==> config.mk <==
export PLATFORM = sky130hd
export DESIGN_NAME = zebra_stripe_stream_detector
export DESIGN_NICKNAME = d
export VERILOG_FILES = /design/src/rtl/zebra_stripe_stream_detector.sv
export SDC_FILE = /design/constraint.sdc
export NUM_CORES = 1
export LEC_CHECK = 0
export BUFFER_PORTS_ARGS = -buffer_cell sky130_fd_sc_hd__clkbuf_2
export CAP_MARGIN = 20
export CORE_MARGIN = 2
export CORE_UTILIZATION = 55
export DETAILED_ROUTE_END_ITERATION = 6
export PLACE_DENSITY = 0.74
export SLEW_MARGIN = 20
export SYNTH_ARGS = -nofsm -noshare
export SYNTH_HDL_FRONTEND = slang
export SYNTH_SLANG_ARGS = --single-unit
export TNS_END_PERCENT = 20
==> constraint.sdc <==
create_clock -name clk -period 5.5 [get_ports clk]
set_input_delay 0.275 -clock clk [delete_from_list [all_inputs] [get_ports clk]]
set_output_delay 0.275 -clock clk [all_outputs]
set_load 0.05 [all_outputs]
==> src/rtl/zebra_stripe_stream_detector.sv <==
// zebra_stripe_stream_detector: classifies rows of a streamed edge frame and reports a crossing verdict per frame
module zebra_stripe_stream_detector #(
  parameter int IMG_WIDTH         = 640,
  parameter int IMG_HEIGHT        = 480,
  parameter int W                 = 8,
  parameter int EDGE_THRESHOLD    = 50,
  parameter int MIN_EDGES_PER_ROW = 80,
  parameter int MIN_STRIPES       = 4,
  parameter int MAX_STRIPES       = 15,
  parameter int ROI_TOP           = 0
) (
  input  logic         clk,
  input  logic         rst_n,
  input  logic         pixel_valid,
  input  logic         frame_start,
  input  logic [W-1:0] edge_pixel,
  output logic         crossing_detected,
  output logic         detection_valid,
  output logic [7:0]   stripe_count,
  output logic [15:0]  confidence,
  output logic         frame_abort
);
  localparam int XW = IMG_WIDTH > 1 ? $clog2(IMG_WIDTH) : 1;
  localparam int YW = IMG_HEIGHT > 1 ? $clog2(IMG_HEIGHT) : 1;
  localparam int CW = $clog2(IMG_WIDTH + 1);
  localparam logic [1:0] IDLE = 2'd0, ACTIVE = 2'd1, REPORT = 2'd2;
  localparam logic [XW-1:0] X_LAST = XW'(IMG_WIDTH - 1);
  localparam logic [YW-1:0] Y_LAST = YW'(IMG_HEIGHT - 1);
  localparam logic [YW:0] ROI = (YW + 1)'(ROI_TOP);
  localparam logic [CW-1:0] RC_MAX = CW'(IMG_WIDTH);
  localparam logic [CW-1:0] MIN_E = CW'(MIN_EDGES_PER_ROW);
  logic [1:0] state;
  logic [XW-1:0] x, cx;
  logic [YW-1:0] y, cy;
  logic [CW-1:0] row_cnt, rc_b, rc_n;
  logic [7:0] band_cnt, bc_b, bc_n;
  logic [15:0] srow_cnt, sc_b, sc_n;
  logic in_band, ib_b, ib_n;
  logic resync, start, acc, is_edge, row_end, frame_end, row_stripe;
  // A frame_start anywhere but the expected origin restarts the frame from fresh counters
  always_comb begin
    resync = pixel_valid && frame_start && state == ACTIVE && (x != '0 || y != '0);
    start = pixel_valid && frame_start && (state != ACTIVE || x != '0 || y != '0);
    acc = pixel_valid && (state == ACTIVE || frame_start);
    cx = start ? '0 : x;
    cy = start ? '0 : y;
    rc_b = start ? '0 : row_cnt;
    bc_b = start ? '0 : band_cnt;
    sc_b = start ? '0 : srow_cnt;
    ib_b = start ? 1'b0 : in_band;
    is_edge = edge_pixel > W'(EDGE_THRESHOLD);
    rc_n = rc_b + CW'(is_edge && rc_b != RC_MAX);
    row_end = cx == X_LAST;
    frame_end = row_end && cy == Y_LAST;
    row_stripe = rc_n >= MIN_E && {1'b0, cy} >= ROI;
    bc_n = row_end && row_stripe && !ib_b && bc_b != 8'hFF ? bc_b + 8'd1 : bc_b;
    sc_n = row_end && row_stripe && sc_b != 16'hFFFF ? sc_b + 16'd1 : sc_b;
    ib_n = row_end ? row_stripe : ib_b;
  end
  always_ff @(posedge clk or negedge rst_n) begin
    if (!rst_n) begin
      state <= IDLE;
      x <= '0;
      y <= '0;
      row_cnt <= '0;
      band_cnt <= '0;
      srow_cnt <= '0;
      in_band <= 1'b0;
      crossing_detected <= 1'b0;
      detection_valid <= 1'b0;
      stripe_count <= '0;
      confidence <= '0;
      frame_abort <= 1'b0;
    end else begin
      frame_abort <= resync;
      detection_valid <= acc && frame_end;
      if (acc) begin
        x <= row_end ? '0 : cx + 1'b1;
        y <= row_end ? (frame_end ? '0 : cy + 1'b1) : cy;
        row_cnt <= row_end ? '0 : rc_n;
        band_cnt <= frame_end ? '0 : bc_n;
        srow_cnt <= frame_end ? '0 : sc_n;
        in_band <= frame_end ? 1'b0 : ib_n;
        state <= frame_end ? REPORT : ACTIVE;
        if (frame_end) begin
          crossing_detected <= bc_n >= 8'(MIN_STRIPES) && bc_n <= 8'(MAX_STRIPES);
          stripe_count <= bc_n;
          confidence <= sc_n;
        end
      end else if (state == REPORT) begin
        state <= IDLE;
      end
    end
  end
endmodule

==> results.py <==
metrics = {
    "synthesis": {
        "synthArstFlopShare_pct": 100,
        "netlist.area_leader.share_pct": 43.7,
        "postSynthAreaPerCell_sq_um": 8.88,
        "synth_cell_type_count": 59,
        "synth.net_count": 554,
        "synth_top_area_cell": "dfrtp_1",
        "synth_cells": 536,
        "ys_warn_count": 0,
        "synth-edff-count": 0,
        "synthTopCellsByArea": "dfrtp_1 44%, nand2_1 7.0%, o21ai_0 5.7%",
        "yosysSeqAreaShare_pct": 43.7,
        "ys_seq_elements": 83,
        "synth-main-ff-cell": "dfrtp_1",
        "syn_area_sq_mm": 0.00476,
    },
    "worst_setup_path": {
        "cp-start-kind": "flop",
        "crit_fanout": 22,
        "cpPeakStageDelay_ps": 580,
        "critPathBufInv": 0,
        "cp_slowest_cell": "a31oi_4",
        "crit_top_cell": "ha_1",
        "cp.required_ps": 5750,
        "crit_arrival_ps": 4480,
        "path_cells": "nor4_1 -> nand3_1 -> o31ai_4 -> and2_1 -> ha_1 -> ha_1 -> nand4_2 -> o32ai_2 -> a31oi_1 -> a31oi_4 -> a311oi_1 -> a2111o_1 -> o31ai_1",
        "crit_path_end_kind": "flop",
        "crit_family": "compound AO/OA/AOI/OAI gates",
        "crit_type": "reg -> reg",
    },
    "die": {
        "coreArea_sq_mm": 0.00830,
        "placementRows": 33,
        "die_h_um": 97,
        "die_w_um": 97,
        "start_util_pct": 57.3,
        "ios": 39,
        "die_area_sq_mm": 0.00941,
    },
    "power": {
        "p_per_area_mw_per_mm2": 243,
        "vdd_ir_drop_max_v": 0.000154,
        "p_leak_nw": 2.21,
    },
    "clock_network": {
        "post_cts_resize_count": 0,
        "cts_root_buf": "clkbuf_8",
        "cts_tree": "built",
        "cts.path.max_buffers": 2,
        "insertion_delay_ps": 350,
        "h-tree-depth": 3,
        "path_clk_slew_ps": 90,
        "cts_buffers": 9,
        "clkSinkCount": 83,
        "cts_setup_buffers": 0,
        "cts_hold_buf": 0,
    },
    "global_route": {
        "grt_max_degree": 84,
        "grt_pass1_wl_um": 19500,
        "track_usage_pct": 24.9,
        "globalRouteOverflowTotal": 0,
        "grt_pass1_vias": 3964,
        "antenna_found_initial": 0,
    },
    "detailed_routing": {
        "vias_per_cell": 6.22,
        "firstDrtPassIters": 5,
        "antenna_left": 0,
        "drt_drc_violations_left": 0,
        "vias": 4178,
        "drt_iter0_markers": 370,
        "wl_um": 11200,
        "post_drt_wl_per_cell_um": 16.7,
    },
    "placed_design": {
        "detailed_place_hpwl_um": 7570,
        "place_congestion": 0.900,
        "io_buffers": 38,
    },
    "sta": {
        "hold_ws_ps": -35.7,
        "finalHoldViolCount": 45,
        "period_share_pct": 76.8,
        "relSlewSlack_pct": 39.6,
        "tns_ps": 0,
        "post-route-min-period_ps": 4220,
        "tightest_slew_ps": 898,
        "fmax_mhz": 237,
        "rsz0062_at_grt": "no",
        "skew_ps": 11.4,
        "finalMaxSlewViolations": 0,
        "finalSetupViolations": 0,
    },
    "finish": {
        "drive_gt1_share_pct": 12.7,
        "final_nets": 580,
        "post-route-util_pct": 62.6,
        "insertedDiodeCount": 0,
        "syn_to_final_growth_pct": 9.26,
    },
    "run": {
        "drv_cap": 0,
    },
    "hold_path": {
        "min_path_type": "in -> async",
    },
    "run_status": {
        "violations": "hold timing",
        "status": "complete, but fails checks",
    },
}
==> cells in the mapped netlist, drive strengths merged (2+ instances only) <==
cell,count
nand2,89
dfrtp,83
o21ai,69
nand3,41
nor2,18
a21oi,17
and3,17
clkbuf,17
o31ai,16
and2,15
nand4,13
xor2,13
xnor2,12
a31oi,11
buf,11
inv,10
nor3,8
or3,8
nor4,7
ha,6
a21o,5
a22o,4
a32o,4
and4,4
a311oi,3
mux2i,3
nand2b,3
o41ai,3
a41oi,2
nor2b,2
nor3b,2
o211ai,2
o21a,2
o311ai,2
o32ai,2
or4,2
==> logic make-up (layout without fill, tap and decap cells) <==
group,Yosys count,in the layout,share of synthesized area [%]
simple gates,232,232,24.7
compound gates,148,148,20.8
flops,83,83,43.7
buf+inv,38,69,3.76
xor+xnor,25,25,4.60
fa+ha+maj,6,6,1.58
mux,4,4,0.868
==> final timing paths <==
path / start / endpoint / slack, ps / depth (start not counted)
setup / recovery: y[5]$_DFFE_PN0P_ / crossing_detected$_DFFE_PN0P_ / 1280 / 13
hold / removal: rst_n / state[0]$_DFFE_PN0P_ / -40 / 1
setup reg to reg: y[5]$_DFFE_PN0P_ / crossing_detected$_DFFE_PN0P_ / 1280 / 13
hold reg to reg: confidence[5]$_DFFE_PN0P_ / confidence[5]$_DFFE_PN0P_ / 480 / 2
max in group asynchronous: rst_n / srow_cnt[2]$_DFFE_PN0P_ / 5000 / 1
min in group clk: pixel_valid / frame_abort$_DFF_PN0_ / 340 / 3
==> through the flow <==
| step | area (sq um) | power, mW | worst slack (ps) | instances | hold WS (ps) |
|---|---|---|---|---|---|
| after global placement | 4990 | 0.816 | 1460 | 656 | 464 |
| after global routing | 5200 | 1.32 | 818 | 672 | 5.01 |
| after floorplan | 4760 | 0.766 | 1630 | 536 | -20.6 |
| after CTS | 5190 | 1.27 | 1280 | 672 | 140 |
| final | 5200 | 1.26 | 1280 | 672 | -35.7 |
| after detailed placement | 4990 | 0.819 | 1300 | 656 | 471 |
==> layer usage <==
metal | GRT usage [%] | part of all wire (%) | routed length, um | vias up
met5 | 0 | 0 | 0 | -
met4 | 8.23 | 2.0 | 229 | 0
met3 | 3.68 | 5.2 | 587 | 27
met2 | 38.1 | 44 | 4960 | 155
met1 | 36.6 | 48 | 5440 | 1988
li1 | - | - | - | 2008
==> layout by cell type, fill, tap and decap left out, drive strengths merged, types with 2 or more instances in the layout <==
master	count
a21o	5
clkinv	2
buf	6
o211ai	2
or3	8
o21ai	69
and4	4
nor4	7
nand4	13
inv	10
o32ai	2
nand2b	3
o41ai	3
a31oi	11
o21a	2
xnor2	12
or4	2
ha	6
a21oi	17
a32o	4
nand2	89
nand3	41
nor3	8
dfrtp	83
clkinvlp	2
o311ai	2
nor3b	2
and3	17
mux2i	3
a41oi	2
xor2	13
a22o	4
and2	15
nor2	18
a311oi	3
clkbuf	48
o31ai	16
nor2b	2
==> flip-flops by register name, indices dropped and copies added (netlist names), 2 cells and up <==
signal / count
band_cnt: 8
y: 9
x: 10
state: 2
stripe_count: 8
srow_cnt: 16
confidence: 16
row_cnt: 10
==> where the power goes <==
| group | total, mW | switching (mW) | leakage, nW | internal (mW) |
|---|---|---|---|---|
| Clock | 0.453 | 0.229 | 0.0957 | 0.224 |
| Combinational | 0.140 | 0.0924 | 0.977 | 0.0480 |
| Sequential | 0.669 | 0.0363 | 1.14 | 0.633 |
| Total | 1.26 | 0.358 | 2.21 | 0.905 |
==> cell type report <==
cell class	instances	area, sq um
multi-input cells	415	2510
fillers	702	3100
clock buffers	11	141
repair buffers	43	234
inverters	10	37.5
well taps	105	131
flip-flops and latches	83	2080
clock inverters	5	62.6
Power figures use the tool's default switching activity.
